**src/rtl/clock_time_keeper_pkg.sv**
```systemverilog
// Shared types and constants for the clock time keeper: FSM state encoding,
// field limits and the blinking colon mask.
package clock_time_keeper_pkg;

  typedef enum logic [1:0] {
    IDLE,
    CFG_REQ,
    TIME_REQ,
    WAIT
  } state_t;

  localparam int unsigned HOURS_MAX   = 23;
  localparam int unsigned MINUTES_MAX = 59;
  localparam int unsigned SECONDS_MAX = 59;

  localparam logic [5:0] DP_COLON_MASK = 6'b001010;

endpackage

```
**src/rtl/clock_time_keeper_wrap_counter.sv**
```systemverilog
// Modulo counter: counts 0..MAX on inc, clears on clear (clear wins),
// and flags the wrapping increment on carry.
module wrap_counter #(
  parameter int unsigned MAX = 59,
  parameter int unsigned W   = 6
) (
  input  logic         clk,
  input  logic         reset,
  input  logic         inc,
  input  logic         clear,
  output logic         carry,
  output logic [W-1:0] value
);

  localparam logic [W-1:0] MAX_V = W'(MAX);

  assign carry = inc && (value == MAX_V);

  always_ff @(posedge clk) begin
    if (reset) begin
      value <= '0;
    end else if (clear) begin
      value <= '0;
    end else if (inc) begin
      value <= carry ? '0 : value + 1'b1;
    end
  end

endmodule

```
**src/rtl/clock_time_keeper.sv**
```systemverilog
// 24-hour timekeeper with set inputs; snapshots the time and schedules
// configuration/time writes to the display stage over stb/busy/ack.
module clock_time_keeper
  import clock_time_keeper_pkg::*;
#(
  parameter int unsigned ACK_TIMEOUT = 4095,
  parameter int unsigned TIMEOUT_W   = 12
) (
  input  logic       i_clk,
  input  logic       i_reset,
  input  logic       i_1hz_stb,
  input  logic       i_set_stb,
  input  logic       i_set_hours,
  input  logic       i_set_minutes,
  input  logic       i_refresh_config,
  output logic       o_stb,
  output logic       o_write_config,
  input  logic       i_busy,
  input  logic       i_ack,
  output logic [4:0] o_hours,
  output logic [5:0] o_minutes,
  output logic [5:0] o_seconds,
  output logic [5:0] o_dp
);

  logic       run;
  logic       sec_inc, sec_clear, sec_carry;
  logic       min_inc, min_carry;
  logic       hr_inc, hr_carry;
  logic [5:0] sec, min;
  logic [4:0] hr;
  logic       change;

  // Ticks are frozen while either set level is held; set-minutes never carries into hours.
  assign run       = !i_set_hours && !i_set_minutes;
  assign sec_inc   = run && i_1hz_stb;
  assign sec_clear = i_set_stb && i_set_minutes;
  assign min_inc   = (run && sec_carry) || (i_set_stb && i_set_minutes);
  assign hr_inc    = (run && min_carry) || (i_set_stb && i_set_hours);
  assign change    = sec_inc || sec_clear || min_inc || hr_inc || hr_carry;

  wrap_counter #(.MAX(SECONDS_MAX), .W(6)) u_sec (
    .clk   (i_clk),
    .reset (i_reset),
    .inc   (sec_inc),
    .clear (sec_clear),
    .carry (sec_carry),
    .value (sec)
  );

  wrap_counter #(.MAX(MINUTES_MAX), .W(6)) u_min (
    .clk   (i_clk),
    .reset (i_reset),
    .inc   (min_inc),
    .clear (1'b0),
    .carry (min_carry),
    .value (min)
  );

  wrap_counter #(.MAX(HOURS_MAX), .W(5)) u_hr (
    .clk   (i_clk),
    .reset (i_reset),
    .inc   (hr_inc),
    .clear (1'b0),
    .carry (hr_carry),
    .value (hr)
  );

  state_t               state, next_state;
  logic [TIMEOUT_W-1:0] wait_cnt;
  logic                 timeout, abandon, enter_cfg, enter_time;
  logic                 dirty, cfg_pend, last_cfg;

  // wait_cnt is 0 in the first WAIT cycle, so ACK_TIMEOUT WAIT cycles elapse before giving up.
  assign timeout    = (wait_cnt == TIMEOUT_W'(ACK_TIMEOUT - 1));
  assign abandon    = (state == WAIT) && !i_ack && timeout;
  assign enter_cfg  = (state == IDLE) && (next_state == CFG_REQ);
  assign enter_time = (state == IDLE) && (next_state == TIME_REQ);

  always_ff @(posedge i_clk) begin
    if (i_reset) begin
      state <= IDLE;
    end else begin
      state <= next_state;
    end
  end

  always_comb begin
    next_state = state;
    unique case (state)
      IDLE: begin
        if (!i_busy) begin
          if (cfg_pend) begin
            next_state = CFG_REQ;
          end else if (dirty) begin
            next_state = TIME_REQ;
          end
        end
      end
      CFG_REQ, TIME_REQ: next_state = WAIT;
      WAIT: begin
        if (i_ack || timeout) begin
          next_state = IDLE;
        end
      end
      default: next_state = IDLE;
    endcase
  end

  always_comb begin
    o_stb          = 1'b0;
    o_write_config = 1'b0;
    case (state)
      CFG_REQ: begin
        o_stb          = 1'b1;
        o_write_config = 1'b1;
      end
      TIME_REQ: o_stb = 1'b1;
      default: ;
    endcase
  end

  always_ff @(posedge i_clk) begin
    if (i_reset) begin
      cfg_pend  <= 1'b1;
      dirty     <= 1'b1;
      last_cfg  <= 1'b0;
      wait_cnt  <= '0;
      o_hours   <= '0;
      o_minutes <= '0;
      o_seconds <= '0;
      o_dp      <= '0;
    end else begin
      // New requests win over the clear on entry, so nothing arriving that cycle is lost.
      if (i_refresh_config || (abandon && last_cfg)) begin
        cfg_pend <= 1'b1;
      end else if (enter_cfg) begin
        cfg_pend <= 1'b0;
      end

      if (change || (abandon && !last_cfg)) begin
        dirty <= 1'b1;
      end else if (enter_time) begin
        dirty <= 1'b0;
      end

      if (enter_cfg) begin
        last_cfg <= 1'b1;
      end else if (enter_time) begin
        last_cfg <= 1'b0;
      end

      if (state == WAIT) begin
        wait_cnt <= wait_cnt + 1'b1;
      end else begin
        wait_cnt <= '0;
      end

      if (enter_time) begin
        o_hours   <= hr;
        o_minutes <= min;
        o_seconds <= sec;
        o_dp      <= sec[0] ? '0 : DP_COLON_MASK;
      end
    end
  end

endmodule

```
**config.mk**
```make
export PLATFORM = sky130hd
export DESIGN_NAME = clock_time_keeper
export DESIGN_NICKNAME = d
export VERILOG_FILES = /design/src/rtl/clock_time_keeper_pkg.sv /design/src/rtl/clock_time_keeper_wrap_counter.sv /design/src/rtl/clock_time_keeper.sv
export SDC_FILE = /design/constraint.sdc
export NUM_CORES = 1
export LEC_CHECK = 0
export ABC_AREA = 1
export ABC_CLOCK_PERIOD_IN_PS = 4700
export BUFFER_PORTS_ARGS = -buffer_cell sky130_fd_sc_hd__buf_2
export CAP_MARGIN = 20
export CORE_MARGIN = 5
export CORE_UTILIZATION = 60
export DETAILED_ROUTE_END_ITERATION = 16
export HOLD_SLACK_MARGIN = 0.15
export PLACE_DENSITY = 0.83
export SLEW_MARGIN = 20
export SYNTH_ARGS = -nofsm -noshare
export SYNTH_HDL_FRONTEND = slang
export SYNTH_SLANG_ARGS = --single-unit
```
**constraint.sdc**
```tcl
create_clock -name i_clk -period 4.7 [get_ports i_clk]
set_clock_uncertainty 0.15 [all_clocks]
set_input_delay 0.47 -clock i_clk [delete_from_list [all_inputs] [get_ports i_clk]]
set_output_delay 0.47 -clock i_clk [all_outputs]
set_load 0.005 [all_outputs]
```
* Word level (Yosys, flattened, before mapping)
Cells that the tools add are included.
** Cells by class
- Equal/unequal tests :: 9
- Reduce and logical (&&, ||, !) cells :: 35
- Multiplexer cells :: 13
- Add/subtract/negate cells :: 4
- Bitwise operators :: 1
** Operator list (count)
- 1-bit logical AND :: 15
- 12-bit by 1-bit adder with 12-bit output, second input constant :: 1
- 6-bit by 1-bit adder with 6-bit output, second input constant :: 2
- 12-bit equality test, second input constant :: 1
- 6-bit equality test, second input constant :: 2
- 6-bit 2-to-1 mux :: 2
- 2-bit OR reduction :: 5
- 1-bit logical OR :: 9
- 2-bit 2-to-1 mux :: 4
- 2-bit equality test, second input constant :: 3
- 2-bit case mux with 3 select lines :: 1
- 5-bit by 1-bit adder with 5-bit output, second input constant :: 1
- 5-bit equality test, second input constant :: 1
- 5-bit 2-to-1 mux :: 1
- 2-bit by 1-bit equality test with 1-bit output, second input constant :: 2
- 1-bit logical NOT :: 4
- 1-bit 2-to-1 mux :: 4
- 4-bit 2-to-1 mux :: 1
- 2-bit logical NOT :: 1
- 2-bit nonzero test :: 1
- 1-bit NOT :: 1
** Storage, ports and cells
- Word-level logic and storage cells :: 74
- Register bits after elaboration :: 57
- Output and inout port bits :: 25

* Depth between registers and ports, before layout
Gate-level depths: netlist (run 1).
- Depth after elaboration :: 13
- Mapped depth :: 12
- Mapped depth without buffers :: 11

* By module
A second synthesis (run 1) with hierarchy kept.
** Second synthesis, totals
- Cell total of the unflattened synthesis :: 342
- Area, all modules :: 2561.2 sq um
** Modules (own cells, without submodules)
- clock_time_keeper :: cells each 205, times used 1, area each 1659.1 sq um, seq. area each 700.7 sq um
- wrap_counter (u_min ...) :: cells each 50, times used 2, area each 324.1 sq um, seq. area each 120.1 sq um
- wrap_counter (u_hr) :: cells each 37, times used 1, area each 254.0 sq um, seq. area each 100.1 sq um

* Least setup slack after synthesis (run 1)
Ideal clock, no wire load.
- Path type :: input -> register
- Start :: input port i_set_hours
- End :: register u_hr.value[2]
- Cell stages on the path :: 10
- Path buffers :: 0
- Slack :: 3.028 ns
- Data required time :: 4.435 ns
- Arrival :: 1.407 ns
- Setup time :: 0.115 ns
- Path through :: nor2_1 nand2_1 inv_1 nand2_1 nand2_2 nand3_1 nand2_2 inv_1 o21ai_1 nor2_1
** On the way
- Longest elaborated chain between the ends :: 11
** RTL lines
- from (decl) :: RTL line clock_time_keeper.sv:13 : input logic i_set_hours,
- 1-bit logical NOT :: RTL line clock_time_keeper.sv:35 : assign run = !i_set_hours && !i_set_minutes;
- 1-bit logical AND :: RTL line clock_time_keeper.sv:35
- 1-bit logical AND :: RTL line clock_time_keeper.sv:36 : assign sec_inc = run && i_1hz_stb;
- 1-bit logical AND :: RTL line clock_time_keeper_wrap_counter.sv:17 : assign carry = inc && (value == MAX_V);
- 1-bit logical AND :: RTL line clock_time_keeper.sv:38 : assign min_inc = (run && sec_carry) || (i_set_stb && i_set_minutes);
- 1-bit logical OR :: RTL line clock_time_keeper.sv:38
- 1-bit logical AND :: RTL line clock_time_keeper_wrap_counter.sv:17
- 1-bit logical AND :: RTL line clock_time_keeper.sv:39 : assign hr_inc = (run && min_carry) || (i_set_stb && i_set_hours);
- 1-bit logical OR * :: RTL line clock_time_keeper.sv:39
- 1-bit logical AND :: RTL line clock_time_keeper_wrap_counter.sv:17
- 5-bit 2-to-1 mux :: RTL line clock_time_keeper_wrap_counter.sv:25 : value <= carry ? '0 : value + 1'b1;
- to (signal assigned) :: RTL line clock_time_keeper_wrap_counter.sv:25
- to (decl) :: RTL line clock_time_keeper_wrap_counter.sv:12 : output logic [W-1:0] value
Mark *: on every way between the ends. The rest lies on a longest branch, timed or not.
A chain may end at the register's enable or synchronous reset.

* Worst setup path after layout (run 1)
- Start :: register state[0]
- End :: register o_seconds[5]
** On the way
- Longest elaborated chain between the ends :: 6
** RTL lines
- from (decl) :: RTL line clock_time_keeper.sv:69 : state_t state, next_state;
- from (signal assigned) :: RTL line clock_time_keeper.sv:84 : state <= next_state;
- 2-bit 2-to-1 mux :: RTL line clock_time_keeper.sv:95 : end else if (dirty) begin
- 2-bit 2-to-1 mux :: RTL line clock_time_keeper.sv:93 : if (cfg_pend) begin
- 2-bit 2-to-1 mux :: RTL line clock_time_keeper.sv:92 : if (!i_busy) begin
- 2-bit case mux with 3 select lines :: RTL line clock_time_keeper.sv:90 : unique case (state)
- 2-bit equality test :: RTL line clock_time_keeper.sv:78 : assign enter_time = (state == IDLE) && (next_state == TIME_REQ);
- 1-bit logical AND * :: RTL line clock_time_keeper.sv:78
- to (signal assigned) :: RTL line clock_time_keeper.sv:131 : o_seconds <= '0;
- to (signal assigned) :: RTL line clock_time_keeper.sv:162 : o_seconds <= sec;
- to (decl) :: RTL line clock_time_keeper.sv:22 : output logic [5:0] o_seconds,
Marked as above.

==> run metrics, run 1 <==
layout cells sized above 1=a little over an eighth; Yosys top cell area share=42.98%; Critical Path AT=2.50 ns; die area=0.005408 mm²; reg2reg path depth=8; post-synth cell types=28; Final Cycle Share=52.85%; r2r setup slk=2.22 ns; Warnings, synthesis=0; Avg WL per Cell=~12 µm; DRC=0; CTS sink cnt=between 50 and 60; CP required=~4.7 ns; Global Route Usage Sum=19.55%; sequential area share after synthesis=between 40 and 50%; critical-path maximum fanout=20; pwr/cell area=328.1 mW/mm²; outcome=finished, final reports clean; Area Overhead vs Synth=8.833%; CP Launch Point=state[0]; Pint=around 600 µW; Clock Tree Root=clkbuf_8; max_cap viols=0; input/output buffers=29; Post-CTS Resized=0; setup_tns=0 ns; final-layout fill cell count=approximately 350; Worst R2R End=o_seconds[5]; endpoints failing setup=0; HP Start=i_refresh_config; unrepaired setup endpoints after global routing=false; gp weighted congestion=0.8361; post-layout util=66.38%; synthesized cell area=between 0.002 and 0.0025 mm²; Lkg Pwr=0.001005 µW; initial DRC count=186; Antenna diodes=0; vias in the first global route=1965; Startpoint Class=flip-flop; Die Height=about 74 µm; global-route wire length before repair=8404 µm; Critical Path Sink=o_seconds[5]; share of power burned in registers=53.9%; Post-CTS Setup Bufs=0; Syn Inst Count=322; fin nets=363; Tmin final=2.484 ns; Synth area leaders=dfxtp_1 (43%), nand2_1 (8.8%), a21oi_1 (8.3%), nor2_1 (5.4%), nand4_1 (5.2%); total grt overflow=0; maximum resistive drop on vdd=between 0.2 and 0.25 mV; reg-to-reg startpoint=state[0]; Vias=2124; final wirelength=4755 µm; Worst Tran Pin Value=0.7515 ns; Worst-Skew Late Latency=0.31 ns; antenna violations before repair=0; Slew HR=roughly 50%; Final Max Slew Viols=0; post-route ant nets=0; worst min path class=in2reg; CTS Buf Count=5; Reg clk slew, reported paths=0.09 ns; Core Box Area=a little under 0.004 mm²; HPWL after DPL=3427 µm; Switching Share=28.65%; Final Hold Vio Count=0; DRT Pass-1 Iters=4; I/O pin count=34; clock share of power=29.6%; die width=73.54 µm; # rows=23; Clock Path Buffers=2; H-tree Lvls=2; Logic pwr share=16.4%; pin count of the biggest net entering global routing=31; Worst Setup Path Type=reg2reg; Initial Util=61.00%; cts hold-fix bufs=0; DR vias/cell=around 5.4; NetSw=~250 µW; top cell type by total area after synthesis=dfxtp_1; post-synthesis register bit count=52; Setup crit end kind=flip-flop; Max Fclk=~0.40 GHz; CTS tree=yes; Avg Inst Size Synth=7.523 µm²
==> placed cells by master, fill, tap and decap left out, types with 4 or more instances in the layout <==
| cell type | synthesis | layout |
|---|---|---|
| nor3_1 | 9 | 8 |
| dfxtp_1 | 52 | 52 |
| nand2_1 | 57 | 57 |
| nor2_1 | 35 | 35 |
| nand3_1 | 18 | 18 |
| ha_1 | 8 | 8 |
| conb_1 | 1 | 4 |
| nand4_1 | 20 | 20 |
| nand2_2 | 5 | 5 |
| inv_1 | 30 | 30 |
| buf_2 | 7 | 29 |
| nand3b_1 | 4 | 4 |
| clkbuf_8 | 0 | 6 |
| a21oi_1 | 40 | 40 |
| o21ai_0 | 8 | 7 |
==> area by class of cell <==
class	instances	area [µm²]	area share, %
sequential	52	1041	39.49
clock buffer	8	90.09	3.417
multi-input combinational	226	1170	44.38
tap	50	62.56	2.373
timing repair buffer	31	160.2	6.075
inverter	30	112.6	4.271
==> how the worst min path moves through the flow <==
stage / end / slack (ns) / cells after the start
after floorplan: wait_cnt[0] / 0.28 / 1
after global placement: dirty / 0.29 / 2
after detailed placement: o_minutes[2] / 0.30 / 2
after CTS: cfg_pend / 0.24 / 3
after global routing: cfg_pend / 0.26 / 3
final: cfg_pend / 0.24 / 3
==> Yosys cell counts <==
master	n
conb_1	1
inv_1	30
nand3_2	2
nor2_2	2
o21ai_1	1
nand2_2	5
nand3_1	18
o211ai_1	2
dfxtp_1	52
buf_12	1
clkbuf_1	3
a41oi_1	1
buf_2	7
buf_6	1
nor3_1	9
o21ai_0	8
nand2_1	57
buf_4	5
xor2_1	3
nor3b_1	3
o21a_1	1
xnor2_1	2
nand4_1	20
nand3b_1	4
ha_1	8
a211oi_1	1
a21oi_1	40
nor2_1	35
==> worst max-delay path: stages (launching register included) <==
cell	delay [ns]
dfxtp_1	0.41
inv_1	0.09
ha_1	0.31
inv_1	0.10
nand2_2	0.06
nand2_2	0.28
nand3_1	0.63
nand2_1	0.24
a21oi_1	0.08
==> flip-flops by register name, summed over array words and instances (netlist names) <==
| signal | cells |
|---|---|
| cfg_pend | 1 |
| dirty | 1 |
| last_cfg | 1 |
| o_dp | 1 |
| o_hours | 5 |
| o_minutes | 6 |
| o_seconds | 6 |
| state | 2 |
| u_hr.value | 5 |
| u_min.value | 6 |
| u_sec.value | 6 |
| wait_cnt | 12 |
==> per-layer routing <==
layer,vias up,part of all wire [%],GRT usage [%]
li1,1110,-,-
met1,955,49,25.74
met2,51,43,30.81
met3,8,5.6,4.788
met4,0,1.6,7.445
met5,-,0,0
==> kinds of logic after synthesis <==
kind of cell | count (synthesis) | synth area share (%)
adders and majority gates | 8 | 4.132
buffers and inverters | 47 | 9.401
DFF | 52 | 42.98
other | 1 | 0.1548
and+or+nand+nor | 155 | 29.80
AOI/OAI and AO/OA | 54 | 11.73
xor gates and xnor gates | 5 | 1.808
==> through the flow <==
| step | std cells | hold WS, ns | cell area (µm²) | power, µW | setup WS, ns |
|---|---|---|---|---|---|
| after floorplan | 325 | 0.2797 | 2434 | 596.6 | 3.028 |
| after global routing | 397 | 0.2593 | 2636 | 910.8 | 1.954 |
| after detailed placement | 389 | 0.3003 | 2546 | 618.4 | 2.230 |
| final | 397 | 0.2408 | 2636 | 865.1 | 2.216 |
| after CTS | 397 | 0.2353 | 2636 | 873.1 | 2.220 |
| after global placement | 389 | 0.2938 | 2546 | 614.4 | 2.305 |
==> power by group through the flow <==
| stage | combinational, µW | sequential (µW) | clock [µW] |
|---|---|---|---|
| 2_1_floorplan | 122 | 475 | 0 |
| 3_3_place_gp | 138 | 477 | 0 |
| 3_5_place_dp | 141 | 477 | 0 |
| 4_1_cts | 142 | 466 | 264 |
| 5_1_grt | 161 | 469 | 281 |
| 6_report | 142 | 466 | 256 |
Note: power is estimated with default switching activity, not from simulation.
==> inputs of run 2 (changes only) <==
- ABC_CLOCK_PERIOD_IN_PS: 4700 -> 2500
- CORE_UTILIZATION: 60 -> 56
- PLACE_DENSITY: 0.83 -> 0.78
- clock period: 4.7 -> 2.5 ns (I/O delays scaled with it)
==> run metrics, run 2 (synthesized netlist as in run 1, its figures left out) <==
total grt overflow=0; input/output buffers=29; Vias=about 2200; Post-CTS Resized=0; Slew HR=64.10%; setup_tns=0 ns; final wirelength=5098 µm; H-tree Lvls=2; max_cap viols=0; Critical Path AT=2.02 ns; pre-CTS setup slack=0.4991 ns; met3 GRT Util=~4.4%; Area Overhead vs Synth=11.26%; HP Start=i_set_minutes; leading cell types in the layout, fill and taps excluded=nand2_1 (57), dfxtp_1 (52), a21oi_1 (40); DR vias/cell=around 5.3; DRT Pass-1 Iters=4; Reg clk slew, reported paths=approximately 0.1 ns; cts hold-fix bufs=2; GR met1 Demand/Resource=about 24%; unrepaired setup endpoints after global routing=false; pwr/cell area=between 600 and 700 mW/mm²; Setup crit end kind=flip-flop; reg-to-reg startpoint=state[0]; DRC=0; final-layout fill cell count=403; Post-CTS Setup Bufs=0; Worst Setup Path Type=reg2reg; Avg WL per Cell=roughly 13 µm; post-route ant nets=0; Worst Tran Pin Value=0.5385 ns; final worst slack=around 0.51 ns; Tmin final=1.991 ns; gp weighted congestion=0.8204; CTS sink cnt=52; die width=75.77 µm; Antenna diodes=0; post-layout util=63.20%; Initial Util=a little under three fifths; # rows=24; initial DRC count=between 150 and 200; Final Max Slew Viols=0; CTS Buf Count=5; Final Hold Vio Count=0; Max Fclk=0.5022 GHz; Startpoint Class=flip-flop; routing usage on met2=between 30% and 40%; Largest register FFs=12; endpoints failing setup=0; pin count of the biggest net entering global routing=31; CP required=2.53 ns; Worst-Skew Late Latency=0.31 ns; Biggest register=wait_cnt; layout cells sized above 1=between 10% and 20%; maximum resistive drop on vdd=0.4231 mV; fin nets=367; CTS tree=yes; I/O pin count=34; commonest non-fill, non-tap cell in the layout=nand2_1; Clock Tree Root=clkbuf_8; global-route wire length before repair=between 8000 and 9000 µm; die area=0.005741 mm²; worst min path class=in2reg; Global Route Usage Sum=19.32%; vias in the first global route=approximately 2000; Most Crowded Layer GR=met2; Final Cycle Share=79.65%; placed cell count=just under 400; Die Height=around 76 µm; outcome=finished, final reports clean; antenna violations before repair=0; critical-path maximum fanout=11; HPWL after DPL=3573 µm; Core Box Area=approximately 0.0043 mm²; CP Launch Point=state[0]; Clock Path Buffers=2; Lkg Pwr=0.001031 µW; Layout Cells excl Fill=between 400 and 500
==> run 2: layer usage <==
| layer | wire, µm | vias up |
|---|---|---|
| li1 | - | 1119 |
| met1 | 2429 | 979 |
| met2 | 2360 | 46 |
| met3 | 242 | 7 |
| met4 | 65 | 0 |
| met5 | 0 | - |
==> run 2: power breakdown <==
| part | switching [µW] | leakage (µW) | internal [µW] | total [µW] |
|---|---|---|---|---|
| clock network | 281 | 0.0000541 | 296 | 578 |
| registers | 23.5 | 0.000420 | 854 | 878 |
| logic | 196 | 0.000556 | 91.7 | 288 |
| total | 501 | 0.00103 | 1240 | 1740 |
==> run 2: cell type report <==
type	count	area, µm²	area share (%)
Inverter	30	112.6	4.178
Clock buffer	5	68.82	2.553
Multi-Input combinational cell	226	1170	43.41
Tap cell	52	65.06	2.414
Sequential cell	52	1041	38.63
Clock inverter	3	42.54	1.578
Timing Repair Buffer	35	195.2	7.242
==> run 2: final timing paths <==
kind	slack (ns)	cells past startpoint	to
min	0.15	4	u_sec.value[1]
min reg2reg	0.31	2	o_hours[4]
max	0.51	9	o_seconds[3]
max reg2reg	0.51	9	o_seconds[3]
==> run 2: critical path, stage by stage (launching register included) <==
cell	delay, ns
dfxtp_1	0.41
inv_1	0.08
ha_1	0.30
inv_1	0.10
nand2_2	0.06
nand2_2	0.05
nand3_1	0.28
buf_4	0.30
nand2_1	0.08
a21oi_1	0.06
==> run 2: stage by stage <==
| step | hold slack [ns] | cell area [µm²] | total power (µW) |
|---|---|---|---|
| 6_report | 0.1522 | 2695 | 1743 |
| 5_1_grt | 0.2082 | 2695 | 1822 |
| 4_1_cts | 0.1520 | 2695 | 1745 |
| 3_3_place_gp | 0.2934 | 2564 | 1174 |
| 3_5_place_dp | 0.3015 | 2564 | 1178 |
| 2_1_floorplan | 0.2156 | 2434 | 1122 |
==> inputs of run 3 (changes only) <==
- ABC_AREA: 1 -> 0
- ABC_CLOCK_PERIOD_IN_PS: 2500 -> 2080
- clock period: 2.5 -> 2.08 ns (I/O delays scaled with it)
==> run metrics, run 3 <==
outcome=finished, final reports clean; pin count of the biggest net entering global routing=27; CTS sink cnt=52; r2r setup slk=0.19 ns; Final Hold Vio Count=0; synthesized cell area=about 0.0024 mm²; pwr/cell area=776.8 mW/mm²; DRT Pass-1 Iters=4; global-route wire length before repair=roughly 8100 µm; Final Power=2088 µW; Largest register FFs=12; final wirelength=~4700 µm; endpoints failing setup=0; Core Box Area=0.004086 mm²; post-route ant nets=0; Post-synth EDFFs=0; maximum resistive drop on vdd=0.4787 mV; post-synth cell types=53; DRC=0; Global Route Usage Sum=18.28%; layout cells sized above 1=between 10% and 20%; Avg Inst Size Synth=9.352 µm²; reg2reg path depth=5; setup_tns=0 ns; Post-synth top cells=dfxtp_1 (52), nor2_1 (35), mux2i_1 (18), a21oi_1 (15), nand2_1 (15); Critical Path AT=between 1.5 and 2 ns; Hold Crit Depth=4; Antenna diodes=0; Primary FF master, synth=dfxtp_1; I/O pin count=34; antenna violations before repair=0; Startpoint Class=flip-flop; post-synthesis register bit count=52; Worst R2R End=u_hr.value[0]; Die Height=75.52 µm; Avg WL per Cell=13.75 µm; Worst Setup Path Type=reg2reg; die width=75.52 µm; Post-synth ARST share=0%; total grt overflow=0; Clock Tree Root=clkbuf_8; die area=0.005703 mm²; Post-CTS Setup Bufs=0; HPWL after DPL=3393 µm; Vias=1922; unrepaired setup endpoints after global routing=false; gp weighted congestion=0.8691; H-tree Lvls=2; routing usage on met2=around 28%; Yosys top cell area share=43.31%; input/output buffers=29; Layout Cells excl Fill=340; max_cap viols=0; vias in the first global route=1734; Setup crit end kind=flip-flop; initial DRC count=just over 200; Synth area leaders=dfxtp_1 (43%), mux2i_1 (7.5%), nor2_1 (5.5%), ha_1 (4.2%), xor2_1 (3.3%); Max Fclk=0.5291 GHz; post-layout util=between 60% and 70%; final worst slack=0.1898 ns; final-layout fill cell count=347; Most Crowded Layer GR=met2; worst min path class=in2reg; Final Max Slew Viols=0; HP Start=i_set_stb; pre-CTS setup slack=0.1816 ns; leading cell types in the layout, fill and taps excluded=dfxtp_1 (52), nor2_1 (35), buf_2 (29); Clock Path Buffers=2; GR met1 Demand/Resource=25.33%; Area Overhead vs Synth=11.82%; CTS Buf Count=5; CP required=2.16 ns; Initial Util=58.82%; Lkg Pwr=~0.0012 µW; Final Cycle Share=90.87%; sequential area share after synthesis=a little over two fifths; critical-path maximum fanout=7; fin nets=307; hold endpoint=u_min.value[1]; Reg clk slew, reported paths=0.08 ns; met3 GRT Util=4.485%; DR vias/cell=between 5 and 6; Syn Inst Count=257; Tmin final=between 1.5 and 2 ns; # rows=23; Warnings, synthesis=0; reg-to-reg startpoint=u_sec.value[0]; placed cell count=330; most frequent cell after synthesis=dfxtp_1; commonest non-fill, non-tap cell in the layout=dfxtp_1; CTS tree=yes; Biggest register=wait_cnt; Worst-Skew Late Latency=about 0.30 ns; top cell type by total area after synthesis=dfxtp_1
==> run 3: timing repair <==
item	in CTS	in global routing
resized for setup	0	1
hold endpoints to repair	12	0
endpoints found under the setup margin	0	3
hold buffers	3	0
==> run 3: logic make-up (layout without fill, tap and decap cells) <==
logic type	Yosys count	in the layout	synth area share, %
AO/OA/AOI/OAI	45	45	13.22
multiplexers	19	19	7.964
adder cells (fa/ha/maj)	8	8	4.165
AND/OR/NAND/NOR	100	100	22.44
XOR/XNOR	13	13	4.737
other	1	4	0.1560
buffers and inverters	19	49	4.008
flip-flops	52	52	43.31
==> run 3: metrics by stage <==
stage / area (µm²) / hold slack [ns]
after global routing: 2688 / 0.1862
after global placement: 2579 / 0.2405
after detailed placement: 2579 / 0.2569
final: 2688 / 0.1720
after floorplan: 2415 / 0.1500
after CTS: 2686 / 0.1633
==> run 3: routing by layer <==
metal	wire, µm	vias up
met5	0	-
met4	57	0
met3	259	6
met2	2143	58
met1	2215	890
li1	-	968
==> run 3: where the power goes <==
group          switching, µW  internal, µW
Clock                    298           229
Combinational            246           220
Sequential              52.8          1040
==> run 3: worst max-delay path by stage <==
stage,start,end,slack [ns]
after floorplan,u_sec.value[0],u_hr.value[2],0.32
after global placement,u_sec.value[0],u_hr.value[2],0.23
after detailed placement,u_sec.value[0],u_hr.value[2],0.18
after CTS,u_sec.value[0],u_hr.value[0],0.16
after global routing,u_sec.value[0],u_hr.value[0],0.03
final,u_sec.value[0],u_hr.value[0],0.19
==> run 3: worst max-delay path, stage by stage (launching register included) <==
cell     delay, ns
dfxtp_1       0.42
ha_1          0.22
and4b_2       0.32
nand4_1       0.20
a221o_1       0.40
a21oi_1       0.11
==> run 3: area by class of cell <==
cell class / instances / area [µm²] / share of cell area (%)
timing repair buffer: 36 / 205.2 / 7.635
clock inverter: 1 / 5.005 / 0.1862
multi-input combinational: 189 / 1279 / 47.58
sequential: 52 / 1041 / 38.73
clock buffer: 6 / 72.57 / 2.700
inverter: 6 / 22.52 / 0.8380
tap: 50 / 62.56 / 2.328
